`src/rtl/decoder_pipe_e.sv`:
```
// -----------------------------------------------------------------------------
// decoder_pipe_e
//
// Pipelined binary-to-one-hot / thermometer decoder with valid/ready flow
// control and a two-entry skid buffer (main + skid register). The index is
// decoded on the input side, so each buffered entry already holds the final
// {word, err} pair. The outputs are driven directly from the main register.
//
// Parameters
//   IN_WIDTH     index width in bits (1..8)
//   NUM_OUTPUTS  number of decoded lines (2..2**IN_WIDTH)
//   THERMO       0 = one-hot decode, 1 = thermometer decode
//
// Ports
//   clk_i        clock; all state changes on the rising edge
//   rst_ni       synchronous active-low reset
//   in_i         index to decode
//   enable_i     decode enable; 0 yields an all-zero word that still flows
//   valid_i      upstream offers a transaction
//   ready_o      block can accept a transaction this cycle (registered)
//   out_o        decoded word of the head transaction (0 when not valid)
//   range_err_o  head transaction had an enabled, out-of-range index
//   valid_o      out_o / range_err_o carry a valid transaction
//   ready_i      downstream takes the head transaction this cycle
// -----------------------------------------------------------------------------
module decoder_pipe_e #(
  parameter int IN_WIDTH    = 5,
  parameter int NUM_OUTPUTS = 2 ** IN_WIDTH,
  parameter int THERMO      = 0
) (
  input  logic                   clk_i,
  input  logic                   rst_ni,
  input  logic [IN_WIDTH-1:0]    in_i,
  input  logic                   enable_i,
  input  logic                   valid_i,
  output logic                   ready_o,
  output logic [NUM_OUTPUTS-1:0] out_o,
  output logic                   range_err_o,
  output logic                   valid_o,
  input  logic                   ready_i
);

  // Reject illegal parameter combinations at elaboration time.
  if (IN_WIDTH < 1 || IN_WIDTH > 8) begin : g_bad_in_width
    $error("decoder_pipe_e: IN_WIDTH must be in 1..8");
  end
  if (NUM_OUTPUTS < 2 || NUM_OUTPUTS > (2 ** IN_WIDTH)) begin : g_bad_num_outputs
    $error("decoder_pipe_e: NUM_OUTPUTS must be in 2..2**IN_WIDTH");
  end

  // NUM_OUTPUTS can equal 2**IN_WIDTH, so one extra bit is needed to hold it.
  localparam logic [IN_WIDTH:0] NUM_OUT_W = (IN_WIDTH + 1)'(NUM_OUTPUTS);

  typedef enum logic [1:0] {
    ST_EMPTY = 2'd0,
    ST_ONE   = 2'd1,
    ST_TWO   = 2'd2
  } state_e;

  // Decode one index into {word, err}. Out-of-range enabled indices give a
  // zero word with err set; a disabled request is always a clean zero.
  function automatic logic [NUM_OUTPUTS:0] decode_f(
    input logic [IN_WIDTH-1:0] idx,
    input logic                en
  );
    logic [NUM_OUTPUTS-1:0] word;
    logic                   err;
    logic [31:0]            idx32;
    word  = '0;
    err   = 1'b0;
    idx32 = 32'(idx);
    if (!en) begin
      word = '0;
      err  = 1'b0;
    end else if ({1'b0, idx} >= NUM_OUT_W) begin
      word = '0;
      err  = 1'b1;
    end else begin
      for (int k = 0; k < NUM_OUTPUTS; k++) begin
        if (THERMO != 0) begin
          word[k] = (32'(k) <= idx32);
        end else begin
          word[k] = (32'(k) == idx32);
        end
      end
      err = 1'b0;
    end
    return {word, err};
  endfunction

  state_e                 state_r;
  logic [NUM_OUTPUTS-1:0] main_word_r;
  logic                   main_err_r;
  logic [NUM_OUTPUTS-1:0] skid_word_r;
  logic                   skid_err_r;
  logic                   valid_r;
  logic                   ready_r;

  logic [NUM_OUTPUTS:0]   dec_s;
  logic                   accept_s;

  // Input-side decode and handshake qualification. ready_r is purely a
  // function of the registered state, so ready_i never reaches ready_o.
  always_comb begin
    dec_s    = decode_f(in_i, enable_i);
    accept_s = valid_i && ready_r;
  end

  // Skid-buffer controller: state, data registers and registered handshakes.
  // The main register is cleared whenever it empties so that out_o and
  // range_err_o read zero while valid_o is low.
  always_ff @(posedge clk_i) begin
    if (!rst_ni) begin
      state_r     <= ST_EMPTY;
      main_word_r <= '0;
      main_err_r  <= 1'b0;
      skid_word_r <= '0;
      skid_err_r  <= 1'b0;
      valid_r     <= 1'b0;
      ready_r     <= 1'b1;
    end else begin
      case (state_r)
        ST_EMPTY: begin
          if (accept_s) begin
            main_word_r <= dec_s[NUM_OUTPUTS:1];
            main_err_r  <= dec_s[0];
            state_r     <= ST_ONE;
            valid_r     <= 1'b1;
            ready_r     <= 1'b1;
          end else begin
            state_r <= ST_EMPTY;
          end
        end
        ST_ONE: begin
          if (accept_s && ready_i) begin
            // Head leaves and the new entry replaces it in the same edge.
            main_word_r <= dec_s[NUM_OUTPUTS:1];
            main_err_r  <= dec_s[0];
            state_r     <= ST_ONE;
          end else if (accept_s) begin
            skid_word_r <= dec_s[NUM_OUTPUTS:1];
            skid_err_r  <= dec_s[0];
            state_r     <= ST_TWO;
            ready_r     <= 1'b0;
          end else if (ready_i) begin
            main_word_r <= '0;
            main_err_r  <= 1'b0;
            state_r     <= ST_EMPTY;
            valid_r     <= 1'b0;
          end else begin
            state_r <= ST_ONE;
          end
        end
        ST_TWO: begin
          if (ready_i) begin
            main_word_r <= skid_word_r;
            main_err_r  <= skid_err_r;
            skid_word_r <= '0;
            skid_err_r  <= 1'b0;
            state_r     <= ST_ONE;
            ready_r     <= 1'b1;
          end else begin
            state_r <= ST_TWO;
          end
        end
        default: begin
          // Unreachable encoding: recover to a clean empty buffer.
          state_r     <= ST_EMPTY;
          main_word_r <= '0;
          main_err_r  <= 1'b0;
          skid_word_r <= '0;
          skid_err_r  <= 1'b0;
          valid_r     <= 1'b0;
          ready_r     <= 1'b1;
        end
      endcase
    end
  end

  assign out_o       = main_word_r;
  assign range_err_o = main_err_r;
  assign valid_o     = valid_r;
  assign ready_o     = ready_r;

endmodule

```
`config.mk`:
```
export PLATFORM = sky130hd
export DESIGN_NAME = decoder_pipe_e
export DESIGN_NICKNAME = d
export VERILOG_FILES = /design/src/rtl/decoder_pipe_e.sv
export SDC_FILE = /design/constraint.sdc
export NUM_CORES = 1
export LEC_CHECK = 0
export CORE_MARGIN = 5
export CORE_UTILIZATION = 25
export CTS_BUF_LIST = sky130_fd_sc_hd__clkbuf_16
export CTS_CLUSTER_SIZE = 40
export DETAILED_ROUTE_END_ITERATION = 6
export PLACE_DENSITY_LB_ADDON = 0.1
export SLEW_MARGIN = 10
export SYNTH_ARGS = -nofsm -noshare
export SYNTH_HDL_FRONTEND = slang
export SYNTH_SLANG_ARGS = --single-unit
```
`constraint.sdc`:
```
create_clock -name clk_i -period 2 [get_ports clk_i]
set_input_delay 0.2 -clock clk_i [delete_from_list [all_inputs] [get_ports clk_i]]
set_output_delay 0.2 -clock clk_i [all_outputs]
set_load 0.03 [all_outputs]
```
# After elaboration in Yosys (flattened, before gate mapping)
# Cells that the tools add are included.
# Widths: inputs -> output; s select.
# word_totals
register_bits	70
in_bits	10
output_inout_bits	35
wordCells	86
# classes
n_eq_ne	41
n_mux	28
n_bitwise	2
n_reduce_logical	8
# ops
op	count
$mux 32	7
$pmux 32 s3	2
$eq 5x5->1 const A	16
$eq 4x5->1 const A	8
$eq 3x5->1 const A	4
$ne 2x2->1 const B	6
$pmux 1 s3	4
$reduce_and 4->1	3
$mux 1	11
$eq 2x5->1 const A	2
$mux 2	3
$ne 3x3->1 const B	2
$pmux 2 s3	1
$eq 1x5->1 const A	1
$logic_not 5->1	1
$reduce_and 5->1	1
$eq 2x1->1 const B	1
$eq 2x2->1 const B	1
$logic_and 1x1->1	2
$logic_not 2->1	1
$not 1->1	2

# Logic depth before layout (Yosys ltp)
# Gate-level depths: netlist of run 1.
# logic_depth
ltp_word	5
ltp_mapped	8
mapped_depth_nobuf	7

# Worst setup path after synthesis of run 1
# OpenSTA, ideal clock, no wires.
# synth_path
path_type	register to register
start	register ready_r (netlist: ready_o)
end	register main_word_r[10] (netlist: out_o[10])
arrival_ps	1837
required_ps	1930
path_slack_ps	93
path_stages_with_launch	9
path_buffers	1
path_cell_list	dfxtp_1 nand2_1 inv_1 ha_1 or2b_1 a21oi_1 a2111oi_4 buf_6 o2bb2ai_1
# synth_via
elab_chain_len	4
# synth_rtl
item	line_no	text
start, declared	97	logic ready_r;
start signal, assigned	120	ready_r <= 1'b1;
start signal, assigned	129	ready_r <= 1'b1;
start signal, assigned	144	ready_r <= 1'b0;
$logic_and 1x1->1 *	106	accept_s = valid_i && ready_r;
$logic_and 1x1->1	135	if (accept_s && ready_i) begin
$ne 3x3->1 (no line) or $mux 32 (tied branches)	-	
$reduce_and 4->1 (no line) or $pmux 32 s3 (tied branches)	-	
end signal, assigned	125	main_word_r <= dec_s[NUM_OUTPUTS:1];
end signal, assigned	137	main_word_r <= dec_s[NUM_OUTPUTS:1];
end signal, assigned	156	main_word_r <= skid_word_r;
end, declared	92	logic [NUM_OUTPUTS-1:0] main_word_r;
# Every way passes the cells marked *; elsewhere a longest branch is shown, timed or not.
# A chain may end at the register's enable or synchronous reset.

# Worst setup path after layout of run 1
# layout_path
start	register ready_r (netlist: ready_o)
end	register main_word_r[30] (netlist: out_o[30])
# The elaborated chain is that of the path after synthesis.

==> metrics, run 1 <==
status finished, final reports clean; Clk pin slew, worst setup/hold paths 0.06 ns; CTS Buf Count 9; Post-layout nets 341; post-synth top area cell dfxtp_1; crit path capture type flip-flop; CORE AREA 11,300 um^2; GRT Total Usage 12.3%; Die H 117 um; Inst Count DP 461; placed cell areas 3630 um^2; max cap viols 0; VDD IR-drop max 0.313 mV; first-pass GRT wire length 12.9 mm; WS Path Type flip-flop to flip-flop; origin of the worst setup path ready_o; top cells by area, synth dfxtp_1, o2bb2ai_1, a22oi_1; vias in the first global route 2,352; total power per unit cell area 870 nW/um^2; residual DRC count 0; hold depth 1; Lkg Pwr 0.00131 uW; vias per cell 4.85; register area share after synthesis 47.4%; antenna-violating nets left 0; Yosys top cell area share 47.4%; Pins Over Slew Limit 0; final worst-path cycle share 85.5%; Area growth syn-to-layout 37.2%; r2r endpoint out_o[30]; RD Place Congestion 0.731; Gate Count Post-Synth 271; H-tree depth 3; Register Area 1360 um^2; Worst Path Required 2.21 ns; flop and latch count out of synthesis 68; initial core utilization 25.4%; Tot Pwr 3430 uW; share of layout cells above drive strength 1 17.1%; Rows 39; Routed Wire Length 7.76 mm; worst endpoint data arrival time 1.92 ns; Cell Count, Final, Fillers Out 477; TritonRoute pass-1 iters 4; final hold vios 0; Clk Latency, worst-skew pair 0.33 ns; largest net degree at the start of global routing 33; Post-DP HPWL 5.33 mm; Top delay family on crit path compound AO/OA/AOI/OAI gates; multi-input logic area 1300 um^2; post-synth design cell area 2870 um^2; die width 117 um; worst path bufs/invs 2; post-cts resize count 0; Tightest Hold Check Type flip-flop to flip-flop; Final Cell Area 3940 um^2; clock sinks 68; hold path startpoint out_o[7]; PortBufs 43; antenna violations before repair 0; WL per Instance 16.3 um; RSZ-0062 raised after global routing false; Distinct cells, synth 37; Clock Skew 0.0113 ns; Root Driver clkbuf_16; CTS tree built; Via Count 2,315; die area 13,700 um^2; number of diodes 0; Max FO, Critical Path 32; worst reg2reg setup slack 0.29 ns; Fmax 585 MHz; Filler cells 1,166; setup violators final 0; tightest hold margin 0.461 ns; Slowest-stage cell, CP dfxtp_1; Slowest Stage Delay on Critical Path 0.35 ns; R2R depth 8; GR Overflow Total 0; Worst R2R Start ready_o; Hold Buf Count CTS 0; syn nets 283; post-route minimum period 1.71 ns; Worst Hold End out_o[7]; clk buf depth 2; Post-Syn Area per Cell 10.6 um^2; Worst setup SP type flip-flop; io pins 45; Synth Warn # 0; postcts setup bufs 0; initial drt markers 149; crit path cell chain nand2_1 -> inv_1 -> ha_1 -> or2b_1 -> a21oi_1 -> a2111oi_4 -> buf_12 -> o2bb2ai_1
synth_stat cells (all sizes together):
cell     instances
buf             21
nand3            4
o2bb2ai         48
clkbuf           2
nor2            16
dfxtp           68
o22ai            2
o21a             3
or3              4
a22oi           32
a2111oi          1
nor3b            1
conb             1
a31oi            2
nor3             9
o21ai            4
ha               2
a21oi            2
nor4             2
or2b             1
nand2            5
nand2b           8
and3             1
a22o            16
nor2b            1
o311a            1
inv             14
stage by stage:
stage | worst slack, ns | setup TNS [ns] | utilization (%)
2_1_floorplan | 0.0927 | 0 | -
3_3_place_gp | 0.0183 | 0 | 32.0
3_5_place_dp | -0.00824 | -0.0529 | 32.0
4_1_cts | 0.266 | 0 | 34.8
5_1_grt | 0.109 | 0 | 34.8
6_report | 0.291 | 0 | 34.8
placed cells by master (no fill, tap or decap), types with 2 or more instances in the layout:
cell | Yosys | final
or3_1 | 4 | 4
bufinv_16 | 0 | 2
a31oi_1 | 2 | 2
ha_1 | 2 | 2
nor3_1 | 6 | 6
clkdlybuf4s50_1 | 0 | 43
o21a_1 | 3 | 3
o2bb2ai_2 | 3 | 3
o21ai_0 | 3 | 3
o2bb2ai_1 | 45 | 45
a22o_1 | 16 | 16
o22ai_1 | 2 | 2
nand3_1 | 4 | 4
inv_1 | 13 | 13
nor3_4 | 2 | 2
nand2_1 | 4 | 4
nor2_1 | 16 | 15
buf_4 | 2 | 19
nand2b_1 | 7 | 7
dfxtp_1 | 68 | 68
clkinvlp_4 | 0 | 2
a21oi_1 | 2 | 2
clkbuf_16 | 0 | 9
a22oi_1 | 32 | 32
buf_12 | 0 | 8
clkinv_1 | 0 | 2
power by group:
part	switching, uW	internal (uW)
Clock	613	1080
Combinational	209	144
Sequential	14.1	1370
Total	836	2600
flip-flops by register name, summed over array words and instances, names as in the netlist:
name / count
out_o: 32
ready_o: 1
skid_word_r: 32
state_r: 2
valid_o: 1
worst max path at each step:
stage / endpoint / slack [ns] / cells past startpoint
2_1_floorplan: out_o[10] / 0.09 / 8
3_3_place_gp: out_o[24] / 0.02 / 8
3_5_place_dp: out_o[0] / -0.008 / 8
4_1_cts: out_o[18] / 0.27 / 8
5_1_grt: out_o[29] / 0.11 / 8
6_report: out_o[30] / 0.29 / 8
layer usage:
metal  vias up  share of wire, %  global-route usage (%)
met1      1098                51                    17.6
met4         0               2.1                    5.81
met5         -                 0                       0
li1       1160                 -                       -
met2        43                42                    17.0
met3        14               4.6                    3.24
logic make-up after synthesis:
| group | share of synthesized area (%) |
|---|---|
| buffers and inverters | 7.44 |
| AND/OR/NAND/NOR | 11.5 |
| AO/OA/AOI/OAI | 32.7 |
| other | 0.130 |
| flip-flops | 47.4 |
| adder cells (fa/ha/maj) | 0.871 |
cell type report:
class | count | area share, %
clock buffer | 9 | 5.71
tap | 143 | 4.54
sequential | 68 | 34.5
timing repair buffer | 70 | 18.6
inverter | 14 | 1.33
clock inverter | 7 | 2.32
multi-input combinational | 166 | 33.0
Note: power is estimated with default switching activity, not from simulation.
==> run 2: changes to the inputs <==
CAP_MARGIN = 20   (was unset)
CORE_UTILIZATION = 50   (was 25)
PLACE_DENSITY = 0.75   (was unset)
PLACE_DENSITY_LB_ADDON = unset   (was 0.1)
==> run 2 against run 1 <==
  * Clock skew down 0.0071 ns
  * Clock power down 14%
  * Highest routed layer unchanged
  * Combinational power down 4%
  * Routed wire length down 16%
==> metrics, run 2 (synthesis gave the netlist of run 1 again) <==
setup violators final 0; Tightest Hold Check Type flip-flop to flip-flop; R2R depth 7; WS Path Type flip-flop to flip-flop; Root Driver clkbuf_16; met1 usage 27.4%; Area growth syn-to-layout 30.0%; clk buf depth 2; met2 Use GR 27.0%; Inst Count DP 382; relative slew slack 59.9%; Pins Over Slew Limit 0; die area 7360 um^2; Rows 27; Top delay family on crit path simple AND/OR/NAND/NOR gates; Hold Buf Count CTS 0; antenna violations before repair 0; Worst Path Required 2.25 ns; TNS Setup 0 ns; vias in the first global route 2,256; antenna-violating nets left 0; most frequent cells in the layout dfxtp_1, o2bb2ai_1, clkdlybuf4s50_1; clock network power share 45.8%; io pins 45; Slowest-stage cell, CP dfxtp_1; Via Count 2,306; post-cts resize count 0; vias per cell 5.82; Cell Count, Final, Fillers Out 396; initial drt markers 201; total power per unit cell area 850 nW/um^2; post-route minimum period 1.74 ns; worst path bufs/invs 1; clock sinks 68; residual DRC count 0; Clock Skew 0.00429 ns; Tot Pwr 3180 uW; Routed Wire Length 6.50 mm; GRT Total Usage 19.0%; Die H 85.8 um; first-pass GRT wire length 11.2 mm; final worst-path cycle share 87.0%; combinational cell fraction of total power 10.7%; CTS Buf Count 9; Pint 2440 uW; CORE AREA 5540 um^2; CTS tree built; initial core utilization 51.9%; H-tree depth 3; crit path capture type flip-flop; postcts setup bufs 0; Levels on crit path 7; Net Sw Frac 23.2%; Clk Latency, worst-skew pair 0.32 ns; Post-layout nets 333; die width 85.8 um; final hold vios 0; hold depth 1; number of diodes 0; crit path cell chain nand2_1 -> inv_1 -> ha_1 -> nand2b_1 -> nor3_2 -> nand2_2 -> o2bb2ai_1; VDD IR-drop max 0.648 mV; Post-DP HPWL 4.43 mm; max cap viols 0; Fmax 575 MHz; Clk pin slew, worst setup/hold paths 0.05 ns; Worst setup SP type flip-flop; worst endpoint data arrival time 1.99 ns; M3 GR Usage 6.15%; RSZ-0062 raised after global routing false; worst-margin pin slew 0.596 ns; Sequential Power Share 43.5%; share of layout cells above drive strength 1 14.2%; PortBufs 43; Net Sw Power 737 uW; RD Place Congestion 0.898; Lkg Pwr 0.00125 uW; GR Overflow Total 0; largest net degree at the start of global routing 33; gr busiest metal met1; TritonRoute pass-1 iters 4; Max FO, Critical Path 16; WL per Instance 16.4 um; commonest non-fill, non-tap cell in the layout dfxtp_1; Slowest Stage Delay on Critical Path 0.35 ns; status finished, final reports clean
[run 2: cell count changes in the layout (fill, tap and decap cells not counted)]
| cell | previous run | this run |
|---|---|---|
| buf_12 | 8 | 7 |
| buf_4 | 19 | 12 |
| clkinvlp_4 | 2 | 0 |
| clkinv_2 | 0 | 1 |
| bufinv_16 | 2 | 1 |
| clkinv_4 | 1 | 0 |
| inv_1 | 13 | 14 |
[run 2: final cells by class]
cell class / instances / area (um^2)
multi-input combinational: 166 / 1300
tap: 72 / 90.1
fill: 441 / 1800
timing repair buffer: 62 / 661
inverter: 14 / 52.6
clock inverter: 5 / 46.3
sequential: 68 / 1360
clock buffer: 9 / 225
[run 2: worst paths after layout]
| kind | startpoint | to | slack (ns) |
|---|---|---|---|
| min reg2reg | out_o[12] | out_o[12] | 0.46 |
| min | out_o[12] | out_o[12] | 0.46 |
| max reg2reg | ready_o | skid_word_r[26] | 0.26 |
| max | ready_o | skid_word_r[26] | 0.26 |
[run 2: layer usage]
metal / vias to the layer above / part of all wire, %
met5: - / 0
met2: 66 / 44
li1: 1140 / -
met1: 1093 / 49
met3: 7 / 6.4
met4: 0 / 0.86
[run 2: metrics by stage]
stage | setup slack [ns] | hold WS (ns) | utilization, % | instance area, um^2
after floorplan | 0.0927 | 0.272 | - | 2870
after global placement | 0.0156 | 0.444 | 62.6 | 3470
after detailed placement | -0.0130 | 0.448 | 62.6 | 3470
after CTS | 0.240 | 0.462 | 67.5 | 3740
after global routing | 0.0482 | 0.478 | 67.5 | 3740
final | 0.260 | 0.460 | 67.5 | 3740
[run 2: power groups by stage]
stage | registers, uW | logic, uW | clock network, uW
final | 1380 | 340 | 1460
after global routing | 1380 | 370 | 1540
after CTS | 1380 | 340 | 1480
after detailed placement | 1410 | 339 | 0
after global placement | 1410 | 339 | 0
after floorplan | 1420 | 212 | 0
==> run 3: changes to the inputs <==
RECOVER_POWER = 100   (was unset)
==> run 3 against run 2 <==
  * Worst setup slack got worse by 0.086 ns
  * Core utilization decreased by 0.23 points
  * Clock power about the same
  * Clock skew about the same
  * Global-route usage unchanged
  * Largest power group unchanged
==> metrics, run 3 (synthesis gave the netlist of run 1 again) <==
PortBufs 43; Lkg Pwr 0.00136 uW; Fmax 548 MHz; clock sinks 68; max cap viols 0; CTS tree built; Root Driver clkbuf_16; antenna-violating nets left 0; post-cts resize count 0; GR Overflow Total 0; TritonRoute pass-1 iters 4; die area 7360 um^2; initial core utilization 51.9%; VDD IR-drop max 0.650 mV; RSZ-0062 raised after global routing false; WS Path Type flip-flop to flip-flop; Inst Count DP 382; Max FO, Critical Path 32; final hold vios 0; Via Count 2,311; Area growth syn-to-layout 29.6%; Tightest Hold Check Type flip-flop to flip-flop; tightest hold margin 0.455 ns; RD Place Congestion 0.898; Clk Latency, worst-skew pair 0.32 ns; initial drt markers 185; R2R depth 7; vias per cell 5.84; die width 85.8 um; relative slew slack 59.9%; residual DRC count 0; antenna violations before repair 0; Worst setup SP type flip-flop; Hold Buf Count CTS 0; Die H 85.8 um; Clock Skew 0.00457 ns; setup violators final 0; crit path capture type flip-flop; crit path cell chain nand2_1 -> inv_1 -> ha_1 -> o21a_1 -> o21a_1 -> clkbuf_4 -> a22o_1; Worst R2R Start ready_o; origin of the worst setup path ready_o; Crit path top cell by count o21a_1; H-tree depth 3; CTS Buf Count 9; worst endpoint data arrival time 2.04 ns; Pins Over Slew Limit 0; Rows 27; worst-margin pin slew 0.597 ns; final worst-path cycle share 91.3%; CORE AREA 5540 um^2; Worst Path Required 2.21 ns; Post-layout nets 333; Setup WS pre-CTS -0.0130 ns; io pins 45; total power per unit cell area 851 nW/um^2; Post-DP HPWL 4.43 mm; vias in the first global route 2,256; Slowest Stage Delay on Critical Path 0.35 ns; WL per Instance 16.4 um; post-route minimum period 1.83 ns; most frequent cells in the layout dfxtp_1, o2bb2ai_1, dlygate4sd3_1; Cell Count, Final, Fillers Out 396; Routed Wire Length 6.48 mm; postcts setup bufs 0; commonest non-fill, non-tap cell in the layout dfxtp_1; largest net degree at the start of global routing 33; status finished, final reports clean; Clk pin slew, worst setup/hold paths 0.05 ns; first-pass GRT wire length 11.2 mm; number of diodes 0; Slowest-stage cell, CP dfxtp_1; worst reg2reg setup slack 0.17 ns; final worst setup slack 0.174 ns; GRT Total Usage 19.0%; share of layout cells above drive strength 1 14.2%; clk buf depth 2; r2r endpoint skid_word_r[2]; end of the critical path skid_word_r[2]
[run 3: changes by cell type in the layout (fill, tap and decap cells not counted)]
| cell | previous run | this run |
|---|---|---|
| dlygate4sd3_1 | 0 | 34 |
| clkdlybuf4s50_1 | 43 | 9 |
| buf_12 | 7 | 6 |
| clkbuf_4 | 0 | 2 |
| buf_4 | 12 | 11 |
[run 3: per-stage QoR]
step / power [uW] / area, um^2 / util, % / setup TNS (ns)
after floorplan: 1630 / 2870 / - / 0
after global placement: 1750 / 3470 / 62.6 / 0
after detailed placement: 1750 / 3470 / 62.6 / -0.0382
after CTS: 3200 / 3740 / 67.5 / 0
after global routing: 3290 / 3720 / 67.2 / 0
final: 3170 / 3720 / 67.2 / 0
[run 3: cell type report]
| cell class | count | area [um^2] |
|---|---|---|
| timing repair buffer | 62 | 648 |
| fill | 442 | 1820 |
| clock buffer | 9 | 225 |
| clock inverter | 5 | 46.3 |
| multi-input combinational | 166 | 1300 |
| sequential | 68 | 1360 |
| tap | 72 | 90.1 |
| inverter | 14 | 52.6 |
[run 3: worst max-delay path, delay by kind of cell (launching register included)]
kind	cells	cell delay (ns)
compound gates	3	0.67
buf+inv	2	0.35
flops	1	0.35
fa+ha+maj	1	0.25
simple gates	1	0.09
[run 3: worst min-delay path by stage]
| stage | startpoint | end | slack [ns] | cells after the start |
|---|---|---|---|---|
| 3_5_place_dp | out_o[12] | out_o[12] | 0.45 | 1 |
| 2_1_floorplan | rst_ni | ready_o | 0.27 | 1 |
| 5_1_grt | out_o[6] | out_o[6] | 0.47 | 1 |
| 4_1_cts | skid_word_r[28] | skid_word_r[28] | 0.46 | 1 |
| 6_report | out_o[12] | out_o[12] | 0.46 | 1 |
| 3_3_place_gp | skid_word_r[18] | skid_word_r[18] | 0.44 | 1 |
[run 3: report_power, final]
part / switching [uW] / internal, uW / leakage, uW / total, uW
Clock: 522 / 933 / 0.000137 / 1460
Sequential: 14.6 / 1370 / 0.000548 / 1380
Combinational: 199 / 133 / 0.000674 / 332
[run 3: metal layers]
layer,up-vias,GRT usage (%),wire (um)
li1,1139,-,-
met1,1106,27.4,3180
met2,60,27.0,2850
met3,6,6.15,385
met4,0,5.47,57
met5,-,0,0
